### src/rtl/display_select.sv
// display_select: picks one of N_SRC packed time sources for display, auto-reverts to home after HOLD_SEC seconds, blinks while editing
module display_select #(
  parameter int N_SRC = 4,
  parameter int HOLD_SEC = 10,
  localparam int IW = $clog2(N_SRC)
) (
  input  logic               clk,
  input  logic               reset,
  input  logic               one_second,
  input  logic               sel_req,
  input  logic [IW-1:0]      sel_idx,
  input  logic               set_mode,
  input  logic [4*N_SRC-1:0] HOURS_IN,
  input  logic [6*N_SRC-1:0] MINUTES_IN,
  input  logic [N_SRC-1:0]   AM_PM_IN,
  output logic [3:0]         HOURS_OUT,
  output logic [5:0]         MINUTES_OUT,
  output logic               AM_PM_OUT,
  output logic [IW-1:0]      SRC_OUT,
  output logic               BLANK_OUT
);
  typedef enum logic [1:0] {HOME, ALT, EDIT} state_t;
  localparam logic [7:0] HOLD = 8'(HOLD_SEC);
  state_t state, state_nxt;
  logic [IW-1:0] src, src_nxt;
  logic [7:0] cnt, cnt_nxt;
  logic phase, phase_nxt;
  logic sel_ok;
  logic [3:0] hours_nxt;
  logic [5:0] minutes_nxt;
  logic am_pm_nxt;
  assign sel_ok = sel_req && (32'(sel_idx) < N_SRC);
  always_ff @(posedge clk) begin
    if (reset) begin
      state <= HOME;
      src <= '0;
      cnt <= '0;
      phase <= 1'b0;
      HOURS_OUT <= '0;
      MINUTES_OUT <= '0;
      AM_PM_OUT <= 1'b0;
      SRC_OUT <= '0;
      BLANK_OUT <= 1'b0;
    end else begin
      state <= state_nxt;
      src <= src_nxt;
      cnt <= cnt_nxt;
      phase <= phase_nxt;
      HOURS_OUT <= hours_nxt;
      MINUTES_OUT <= minutes_nxt;
      AM_PM_OUT <= am_pm_nxt;
      SRC_OUT <= src_nxt;
      BLANK_OUT <= phase_nxt;
    end
  end
  always_comb begin
    state_nxt = state;
    src_nxt = src;
    cnt_nxt = cnt;
    phase_nxt = 1'b0;
    if (set_mode) begin
      state_nxt = EDIT;
      phase_nxt = (state == EDIT) ? phase ^ one_second : 1'b0;
    end else if (state == EDIT) begin
      state_nxt = (src == '0) ? HOME : ALT;
      cnt_nxt = (src == '0) ? 8'd0 : HOLD;
    end else if (sel_ok) begin
      state_nxt = (sel_idx == '0) ? HOME : ALT;
      src_nxt = sel_idx;
      cnt_nxt = (sel_idx == '0) ? 8'd0 : HOLD;
    end else if (state == ALT && one_second) begin
      state_nxt = (cnt <= 8'd1) ? HOME : ALT;
      src_nxt = (cnt <= 8'd1) ? '0 : src;
      cnt_nxt = (cnt <= 8'd1) ? 8'd0 : cnt - 8'd1;
    end
  end
  always_comb begin
    hours_nxt = HOURS_IN[4*int'(src_nxt) +: 4];
    minutes_nxt = MINUTES_IN[6*int'(src_nxt) +: 6];
    am_pm_nxt = AM_PM_IN[src_nxt];
  end
endmodule
### config.mk
export PLATFORM = sky130hd
export DESIGN_NAME = display_select
export DESIGN_NICKNAME = d
export VERILOG_FILES = /design/src/rtl/display_select.sv
export SDC_FILE = /design/constraint.sdc
export NUM_CORES = 1
export LEC_CHECK = 0
export CORE_MARGIN = 10
export CORE_UTILIZATION = 43
export DETAILED_ROUTE_END_ITERATION = 16
export PLACE_DENSITY_LB_ADDON = 0.25
export SYNTH_ARGS = -nofsm -noshare
export SYNTH_HDL_FRONTEND = slang
export SYNTH_SLANG_ARGS = --single-unit
### constraint.sdc
create_clock -name clk -period 6.7 [get_ports clk]
set_clock_uncertainty 0.15 [all_clocks]
set_input_delay 0.67 -clock clk [delete_from_list [all_inputs] [get_ports clk]]
set_output_delay 0.67 -clock clk [all_outputs]
set_load 0.05 [all_outputs]
==> results.py, run 1 <==
metrics = {
    "run_status": {
        "outcome": "completed",
    },
    "yosys": {
        "async_flop_share": 0,
        "synth_edf_count": 0,
        "synth_fp_nets": 191,
        "post-synth-top-count-cell": "dfxtp_1",
        "synth_top_area_share": 0.363,
        "synth_area_sq_mm": 0.00133,
        "synth_common_cells": "dfxtp_1 (24), mux2i_1 (22), nor2_1 (15), inv_1 (7), o22ai_2 (7)",
        "synthTopCellsByArea": "dfxtp_1 (36%), mux2i_1 (17%), o22ai_2 (6.6%)",
        "avgSynthCellArea_sq_um": 9.60,
        "seq_area_frac_synth": 0.363,
        "ys_types": 38,
        "yosys_register_bits": 24,
        "yosysTopAreaCell": "dfxtp_1",
        "ys.warnings.count": 0,
        "syn_inst": 138,
        "synthFlopType": "dfxtp_1",
    },
    "grt": {
        "grt_max_degree": 17,
        "grt.total_usage": 0.135,
        "antenna_found_initial": 0,
        "grt_pass1_wl_mm": 5.82,
        "overflow": 0,
        "grt_pass1_vias": 1360,
    },
    "sta": {
        "worst_hold_slack_ns": 0.386,
        "max_freq_mhz": 332,
        "finalHoldViolations": 0,
        "fin_tns_setup_ns": 0,
        "final-max-slew-violation-count": 0,
        "finalCritPeriodShare": 0.449,
        "rsz0062_at_grt": "false",
        "setup_violations": 0,
        "slew_headroom": 0.358,
        "min_period_ns": 3.01,
        "tightest_slew_ns": 0.963,
    },
    "critical_path": {
        "worstPathCellList": "clkdlybuf4s50_1 -> nor2b_1 -> a32o_1 -> a211oi_2 -> nand2b_1 -> o22ai_2",
        "rr_worst_depth": 7,
        "crit_type": "in2reg",
        "cp.arrival_ns": 3.10,
        "critPathMaxStageDelay_ns": 0.74,
        "r2r-start": "cnt[0]",
        "regToRegSetupSlack_ns": 4.10,
        "path_max_fanout": 10,
        "reg2reg_to": "MINUTES_OUT[1]",
        "crit_required_ns": 6.79,
        "crit_path_start": "sel_req",
        "critPathBufInv": 1,
        "crit_path_top_delay_cell": "a211oi_2",
        "start_kind": "primary input",
        "cp-end-kind": "flip-flop",
        "crit_family": "compound AO/OA/AOI/OAI gates",
    },
    "finish": {
        "ff_latch_area_sq_um": 480,
        "fin_area_sq_mm": 0.00201,
        "fill_cells": 259,
        "final_util": 0.670,
        "drive_gt1_frac": 0.0950,
        "final_nets": 254,
        "multi_input_area_sq_um": 788,
        "synthToLayoutAreaGrowth_pct": 51.9,
        "n_antenna_cell": 0,
    },
    "power_and_ir_drop": {
        "p_leak_nw": 0.877,
        "power_w": 0.000423,
        "pwr_density_cell_mw_per_mm2": 210,
        "peakVddDrop_mv": 0.121,
    },
    "min_path": {
        "whs_endpoint": "cnt[7]",
        "whs_path_depth": 2,
        "hold_path_class": "reg2reg",
        "min_from": "cnt[7]",
    },
    "routing": {
        "detail_route.iter0.violations": 53,
        "antenna_left": 0,
        "drt-total-wl_mm": 3.90,
        "drt-pass1-iter-count": 4,
        "drcViolationCount": 0,
        "via_per_inst": 5.40,
        "via_count": 1258,
        "wl_per_cell_um": 16.7,
    },
    "floorplan": {
        "die_y_um": 75.5,
        "core-area_sq_mm": 0.00300,
        "die_w_um": 75.5,
        "ios": 65,
        "die_area_sq_mm": 0.00570,
        "start_util": 0.441,
        "fp-row-count": 20,
    },
    "clock_network": {
        "cts_root_buffer": "clkbuf_4",
        "cts_made_buffers": 3,
        "htree_levels": 1,
        "hold_buffers": 0,
        "cts.path.max_buffers": 2,
        "cts_tree": "yes",
        "clkLatencyLatePin_ns": 0.33,
        "cts_resized": 0,
        "clk_pin_slew_worst_paths_ns": 0.12,
        "post-cts-setup-buffers": 0,
        "cts_sinks": 24,
    },
    "placed_design": {
        "place_hpwl_mm": 3.23,
        "gp_congestion": 0.868,
        "place_area_sq_mm": 0.00198,
        "io_buffers": 64,
    },
    "job": {
        "maxCapViolations": 0,
    },
}
-- layout by cell type (no fill, tap or decap), types with 2 or more instances in the layout --
| cell type | instances |
|---|---|
| a21oi_1 | 3 |
| a31oi_1 | 3 |
| clkbuf_4 | 3 |
| clkdlybuf4s50_1 | 64 |
| dfxtp_1 | 24 |
| ha_1 | 2 |
| inv_1 | 7 |
| mux2i_1 | 22 |
| nand2_1 | 4 |
| nand2b_1 | 4 |
| nand3_1 | 3 |
| nor2_1 | 15 |
| nor2b_1 | 2 |
| nor4_1 | 2 |
| o21ai_0 | 5 |
| o22ai_1 | 4 |
| o22ai_2 | 7 |
| or2_2 | 3 |
| xor2_1 | 5 |
-- per-stage QoR --
stage | setup WS, ns | instances
5_1_grt | 3.56 | 233
3_5_place_dp | 3.34 | 229
3_3_place_gp | 3.51 | 229
6_report | 3.69 | 233
2_1_floorplan | 4.36 | 138
4_1_cts | 3.69 | 233
-- power breakdown --
part	switching (W)	internal, W	leakage [nW]	total (W)
registers	0.0000110	0.000159	0.198	0.000170
logic	0.0000948	0.0000813	0.658	0.000176
clock network	0.0000439	0.0000333	0.0210	0.0000772
-- how the worst max path moves through the flow --
stage,end,cells past startpoint
finish,MINUTES_OUT[1],6
CTS,HOURS_OUT[0],6
floorplan,AM_PM_OUT,8
global placement,MINUTES_OUT[1],6
global route,MINUTES_OUT[1],6
detailed placement,HOURS_OUT[0],6
-- worst register-to-register path, cell delays in order, from the launching register on --
cell and delay, ns:
dfxtp_1 0.37, inv_1 0.09, ha_1 0.22, or2_2 0.15
a311oi_1 0.10, a211oi_2 0.81, nand2b_1 0.44, o22ai_2 0.18
-- cell families (layout without fill, tap and decap cells) --
kind of cell,Yosys count,after routing,synth area share
DFF,24,24,0.363
xor gates and xnor gates,6,6,0.0397
muxes,23,23,0.175
adders and majority gates,2,2,0.0189
buffers and inverters,13,75,0.0463
and+or+nand+nor,38,38,0.155
AOI/OAI and AO/OA,32,32,0.203
-- sequential cells by signal, indices dropped and copies added, names as in the netlist --
signal / flops
AM_PM_OUT: 1
HOURS_OUT: 4
MINUTES_OUT: 6
cnt: 8
phase: 1
src: 2
state: 2
-- layout make-up --
| class | instances | area share |
|---|---|---|
| tap | 33 | 0.0205 |
| inverter | 7 | 0.0131 |
| sequential | 24 | 0.239 |
| clock buffer | 4 | 0.0180 |
| multi-input combinational | 101 | 0.392 |
| timing repair buffer | 64 | 0.318 |
-- metal layers --
layer,track usage,wire (um),vias to the layer above
met5,0,0,-
met3,0.0768,436,6
met1,0.133,1520,576
met4,0.0701,73,0
met2,0.224,1870,50
li1,-,-,626
Note: power is estimated with default switching activity, not from simulation.
==> inputs of run 2 (changes only) <==
--- a/config.mk
+++ b/config.mk
@@ -6,7 +6,7 @@
 export NUM_CORES = 1
 export LEC_CHECK = 0
 export CORE_MARGIN = 10
-export CORE_UTILIZATION = 43
+export CORE_UTILIZATION = 40
 export DETAILED_ROUTE_END_ITERATION = 16
 export PLACE_DENSITY_LB_ADDON = 0.25
 export SYNTH_ARGS = -nofsm -noshare
==> constraint.sdc (replaced) <==
create_clock -name clk -period 2.8 [get_ports clk]
set_clock_uncertainty 0.15 [all_clocks]
set_input_delay 0.28 -clock clk [delete_from_list [all_inputs] [get_ports clk]]
set_output_delay 0.28 -clock clk [all_outputs]
set_load 0.05 [all_outputs]
==> results.py, run 2 (synthesis results as in run 1) <==
metrics = {
    "critical_path": {
        "r2r-start": "cnt[0]",
        "worstPathCellList": "inv_1 -> ha_1 -> or2_2 -> a311oi_1 -> a211oi_2 -> buf_4 -> or2_2 -> o22ai_2",
        "cp-end-kind": "flip-flop",
        "crit_path_top_delay_cell": "dfxtp_1",
        "crit_family": "simple AND/OR/NAND/NOR gates",
        "critPathBufInv": 2,
        "cp.arrival_ns": 2.54,
        "start_kind": "flip-flop",
        "critPathMostFrequentCell": "or2_2",
        "crit_required_ns": 2.90,
        "crit_type": "reg2reg",
        "reg2reg_to": "MINUTES_OUT[4]",
        "critPathMaxStageDelay_ns": 0.42,
        "regToRegSetupSlack_ns": 0.35,
        "rr_worst_depth": 8,
        "path_max_fanout": 10,
    },
    "placed_design": {
        "place_hpwl_mm": 3.25,
        "dp_cells": 242,
        "io_buffers": 64,
        "place_area_sq_mm": 0.00201,
        "gp_congestion": 0.885,
    },
    "finish": {
        "drive_gt1_frac": 0.104,
        "regMostFlops": "cnt",
        "final_util": 0.658,
        "synthToLayoutAreaGrowth_pct": 54.1,
        "layoutNonFillerInstCount": 246,
        "layout_common_cells": "clkdlybuf4s50_1 (64), dfxtp_1 (24), mux2i_1 (22)",
        "n_antenna_cell": 0,
        "final_nets": 256,
        "multi_input_area_sq_um": 788,
        "fin_area_sq_mm": 0.00204,
        "mostFrequentLayoutCell": "clkdlybuf4s50_1",
        "fill_cells": 280,
        "largest_reg_flops": 8,
        "ff_latch_area_sq_um": 480,
        "top_regs": "cnt: 8 flops, MINUTES_OUT: 6 flops, HOURS_OUT: 4 flops",
    },
    "floorplan": {
        "fp-row-count": 20,
        "start_util": 0.427,
        "ios": 65,
        "die_y_um": 77.6,
        "core-area_sq_mm": 0.00310,
        "die_area_sq_mm": 0.00601,
        "die_w_um": 77.6,
    },
    "clock_network": {
        "cts_sinks": 24,
        "htree_levels": 1,
        "cts_made_buffers": 3,
        "post-cts-setup-buffers": 0,
        "cts_resized": 0,
        "clk_pin_slew_worst_paths_ns": 0.13,
        "hold_buffers": 0,
        "cts_root_buffer": "clkbuf_4",
        "cts_tree": "yes",
        "clkLatencyLatePin_ns": 0.31,
        "cts.path.max_buffers": 2,
    },
    "grt": {
        "grt.total_usage": 0.123,
        "antenna_found_initial": 0,
        "overflow": 0,
        "grt_pass1_wl_mm": 6.17,
        "grt_pass1_vias": 1340,
        "grt_max_degree": 16,
    },
    "routing": {
        "met3_length_um": 350,
        "dr.max_layer_used": "met4",
        "wl_per_cell_um": 15.5,
        "wl_met1_mm": 1.57,
        "drt-pass1-iter-count": 4,
        "drt-total-wl_mm": 3.80,
        "antenna_left": 0,
        "drcViolationCount": 0,
        "via_count": 1256,
        "via_per_inst": 5.11,
        "detail_route.iter0.violations": 63,
        "wl_met2_mm": 1.83,
    },
    "sta": {
        "max_freq_mhz": 409,
        "finalCritPeriodShare": 0.874,
        "min_period_ns": 2.45,
        "fin_tns_setup_ns": 0,
        "setup_violations": 0,
        "rsz0062_at_grt": "false",
        "tightest_slew_ns": 0.537,
        "slew_headroom": 0.641,
        "final-max-slew-violation-count": 0,
        "finalHoldViolations": 0,
    },
    "run_status": {
        "outcome": "completed",
    },
    "power_and_ir_drop": {
        "pwr_density_cell_mw_per_mm2": 496,
        "p_leak_nw": 0.886,
        "peakVddDrop_mv": 0.218,
    },
    "min_path": {
        "min_from": "cnt[7]",
        "hold_path_class": "reg2reg",
        "whs_endpoint": "cnt[7]",
        "whs_path_depth": 2,
    },
    "job": {
        "maxCapViolations": 0,
    },
}
-- run 2: changes by cell type in the layout (fill, tap and decap cells not counted) --
cell and delta:
buf_4 +2
-- run 2: area by class of cell --
type	count	share of cell area
flip-flops and latches	24	0.235
repair buffers	66	0.321
well taps	44	0.0270
clock buffers	4	0.0178
multi-input cells	101	0.386
inverters	7	0.0129
-- run 2: worst max path at each step --
stage            from             end  slack [ns]  cells after the start
2_1_floorplan  cnt[0]       AM_PM_OUT        0.51                      9
5_1_grt        cnt[0]    HOURS_OUT[2]        0.22                      8
6_report       cnt[0]  MINUTES_OUT[4]        0.35                      8
4_1_cts        cnt[0]  MINUTES_OUT[1]        0.33                      8
3_5_place_dp   cnt[0]  MINUTES_OUT[1]        0.36                      8
3_3_place_gp   cnt[0]  MINUTES_OUT[4]        0.45                      8
-- run 2: through the flow --
step,power [W],setup slack (ns),hold WS [ns]
floorplan,0.000681,0.509,0.209
finish,0.00101,0.354,0.390
CTS,0.00102,0.335,0.393
global route,0.00107,0.215,0.417
detailed placement,0.000838,0.359,0.356
global placement,0.000829,0.452,0.350
-- run 2: per-layer routing --
metal  track usage  up-vias
li1              -      627
met1         0.134      575
met2         0.208       48
met3        0.0530        6
met4        0.0438        0
met5             0        -
-- run 2: worst reg2reg max path, cell delays in order (launching register included) --
cell,delay [ns]
dfxtp_1,0.42
inv_1,0.08
ha_1,0.24
or2_2,0.31
a311oi_1,0.32
a211oi_2,0.07
buf_4,0.20
or2_2,0.39
o22ai_2,0.19
-- run 2: where the power goes --
group	switching (W)	total [W]	leakage (nW)	internal, W
sequential	0.0000259	0.000406	0.198	0.000380
clock	0.000105	0.000184	0.0210	0.0000795
combinational	0.000225	0.000423	0.667	0.000198
total	0.000356	0.00101	0.886	0.000657
==> inputs of run 3 (changes only) <==
--- a/config.mk
+++ b/config.mk
@@ -6,7 +6,9 @@
 export NUM_CORES = 1
 export LEC_CHECK = 0
 export CORE_MARGIN = 10
-export CORE_UTILIZATION = 40
+export CORE_UTILIZATION = 41
+export CTS_BUF_LIST = sky130_fd_sc_hd__clkbuf_8
+export CTS_CLUSTER_SIZE = 28
 export DETAILED_ROUTE_END_ITERATION = 16
 export PLACE_DENSITY_LB_ADDON = 0.25
 export SYNTH_ARGS = -nofsm -noshare
==> results.py, run 3 (synthesis results as in run 1) <==
metrics = {
    "finish": {
        "regMostFlops": "cnt",
        "synthToLayoutAreaGrowth_pct": 55.5,
        "mostFrequentLayoutCell": "clkdlybuf4s50_1",
        "layoutNonFillerInstCount": 246,
        "ff_latch_area_sq_um": 480,
        "fill_cells": 257,
        "largest_reg_flops": 8,
        "layout_common_cells": "clkdlybuf4s50_1 (64), dfxtp_1 (24), mux2i_1 (22)",
        "n_antenna_cell": 0,
        "final_util": 0.670,
        "multi_input_area_sq_um": 788,
        "final_nets": 256,
        "top_regs": "cnt: 8 flops, MINUTES_OUT: 6 flops, HOURS_OUT: 4 flops",
        "drive_gt1_frac": 0.104,
    },
    "grt": {
        "grt_pass1_wl_mm": 6.42,
        "antenna_found_initial": 0,
        "grt_max_degree": 17,
        "grt_pass1_vias": 1426,
        "overflow": 0,
        "grt.total_usage": 0.129,
    },
    "floorplan": {
        "ios": 65,
        "die_area_sq_mm": 0.00591,
        "die_y_um": 76.9,
        "start_util": 0.430,
        "fp-row-count": 20,
        "core-area_sq_mm": 0.00308,
        "die_w_um": 76.9,
    },
    "power_and_ir_drop": {
        "pwr_density_cell_mw_per_mm2": 519,
        "p_sw_w": 0.000367,
        "clockPowerShare": 0.223,
        "swShare": 0.343,
        "combPwrFrac": 0.398,
        "p_leak_nw": 0.894,
        "p_int_w": 0.000703,
        "power_frac_seq": 0.378,
        "peakVddDrop_mv": 0.197,
    },
    "clock_network": {
        "cts_resized": 0,
        "cts.path.max_buffers": 2,
        "cts_root_buffer": "clkbuf_8",
        "hold_buffers": 0,
        "clk_pin_slew_worst_paths_ns": 0.09,
        "cts_made_buffers": 3,
        "post-cts-setup-buffers": 0,
        "clkLatencyLatePin_ns": 0.26,
        "cts_sinks": 24,
        "htree_levels": 1,
        "cts_tree": "yes",
    },
    "sta": {
        "fin_tns_setup_ns": 0,
        "finalHoldViolations": 0,
        "rsz0062_at_grt": "false",
        "worst_hold_slack_ns": 0.382,
        "finalCritPeriodShare": 0.874,
        "slew_headroom": 0.640,
        "final-max-slew-violation-count": 0,
        "tightest_slew_ns": 0.538,
        "worst_slack_ns": 0.353,
        "min_period_ns": 2.45,
        "setup_violations": 0,
        "max_freq_mhz": 409,
    },
    "placed_design": {
        "dp_cells": 242,
        "io_buffers": 64,
        "place_hpwl_mm": 3.23,
        "pre_cts_slack_ns": 0.389,
        "gp_congestion": 0.853,
    },
    "critical_path": {
        "crit_path_start": "cnt[0]",
        "cp-endpoint": "MINUTES_OUT[3]",
        "crit_required_ns": 2.83,
        "cp.arrival_ns": 2.48,
        "reg2reg_to": "MINUTES_OUT[3]",
        "regToRegSetupSlack_ns": 0.35,
        "path_max_fanout": 16,
        "start_kind": "flip-flop",
        "crit_type": "reg2reg",
        "cp-end-kind": "flip-flop",
        "rr_worst_depth": 8,
        "r2r-start": "cnt[0]",
    },
    "run_status": {
        "outcome": "completed",
    },
    "routing": {
        "drt-total-wl_mm": 3.98,
        "via_count": 1252,
        "wl_per_cell_um": 16.2,
        "detail_route.iter0.violations": 28,
        "drt-pass1-iter-count": 4,
        "via_per_inst": 5.09,
        "drcViolationCount": 0,
        "antenna_left": 0,
    },
    "min_path": {
        "hold_path_class": "reg2reg",
        "min_from": "cnt[7]",
        "whs_path_depth": 2,
    },
    "job": {
        "maxCapViolations": 0,
    },
}
==> run 3: cell counts in the layout (fill, tap and decap cells not counted) <==
No cell type changed its count.
==> run 3: worst min-delay path by stage <==
stage	to
6_report	cnt[7]
3_5_place_dp	cnt[7]
5_1_grt	cnt[7]
4_1_cts	cnt[7]
3_3_place_gp	cnt[7]
2_1_floorplan	state[0]
==> run 3: metrics by stage <==
step                      area [sq um]  power (W)
after floorplan                   1330   0.000681
after global placement            2010   0.000828
after detailed placement          2010   0.000838
after CTS                         2060    0.00107
after global routing              2060    0.00112
final                             2060    0.00107
==> run 3: per-layer routing <==
metal | vias to the layer above | wire, um | global-route usage
met5 | - | 0 | 0
met4 | 0 | 19 | 0.0279
met3 | 2 | 394 | 0.0618
met2 | 53 | 1920 | 0.230
met1 | 572 | 1650 | 0.134
li1 | 625 | - | -
==> run 3: layout make-up <==
cell class                 instances  area share
clock buffer                       4      0.0267
tap                               44      0.0267
multi-input combinational        101       0.383
inverter                           7      0.0128
timing repair buffer              66       0.318
sequential                        24       0.233
==> run 3: worst max-delay path, cell delays in order (launching register included) <==
cell,delay (ns)
dfxtp_1,0.41
inv_1,0.09
ha_1,0.26
or2_2,0.31
a31oi_1,0.27
o31ai_4,0.10
buf_4,0.23
or2_2,0.35
o22ai_1,0.21
==> run 3: power by group through the flow <==
stage,logic (W),clock network (W),registers (W)
after floorplan,0.000185,0,0.000496
after global placement,0.000417,0,0.000411
after detailed placement,0.000426,0,0.000412
after CTS,0.000429,0.000241,0.000405
after global routing,0.000459,0.000255,0.000409
final,0.000426,0.000239,0.000405
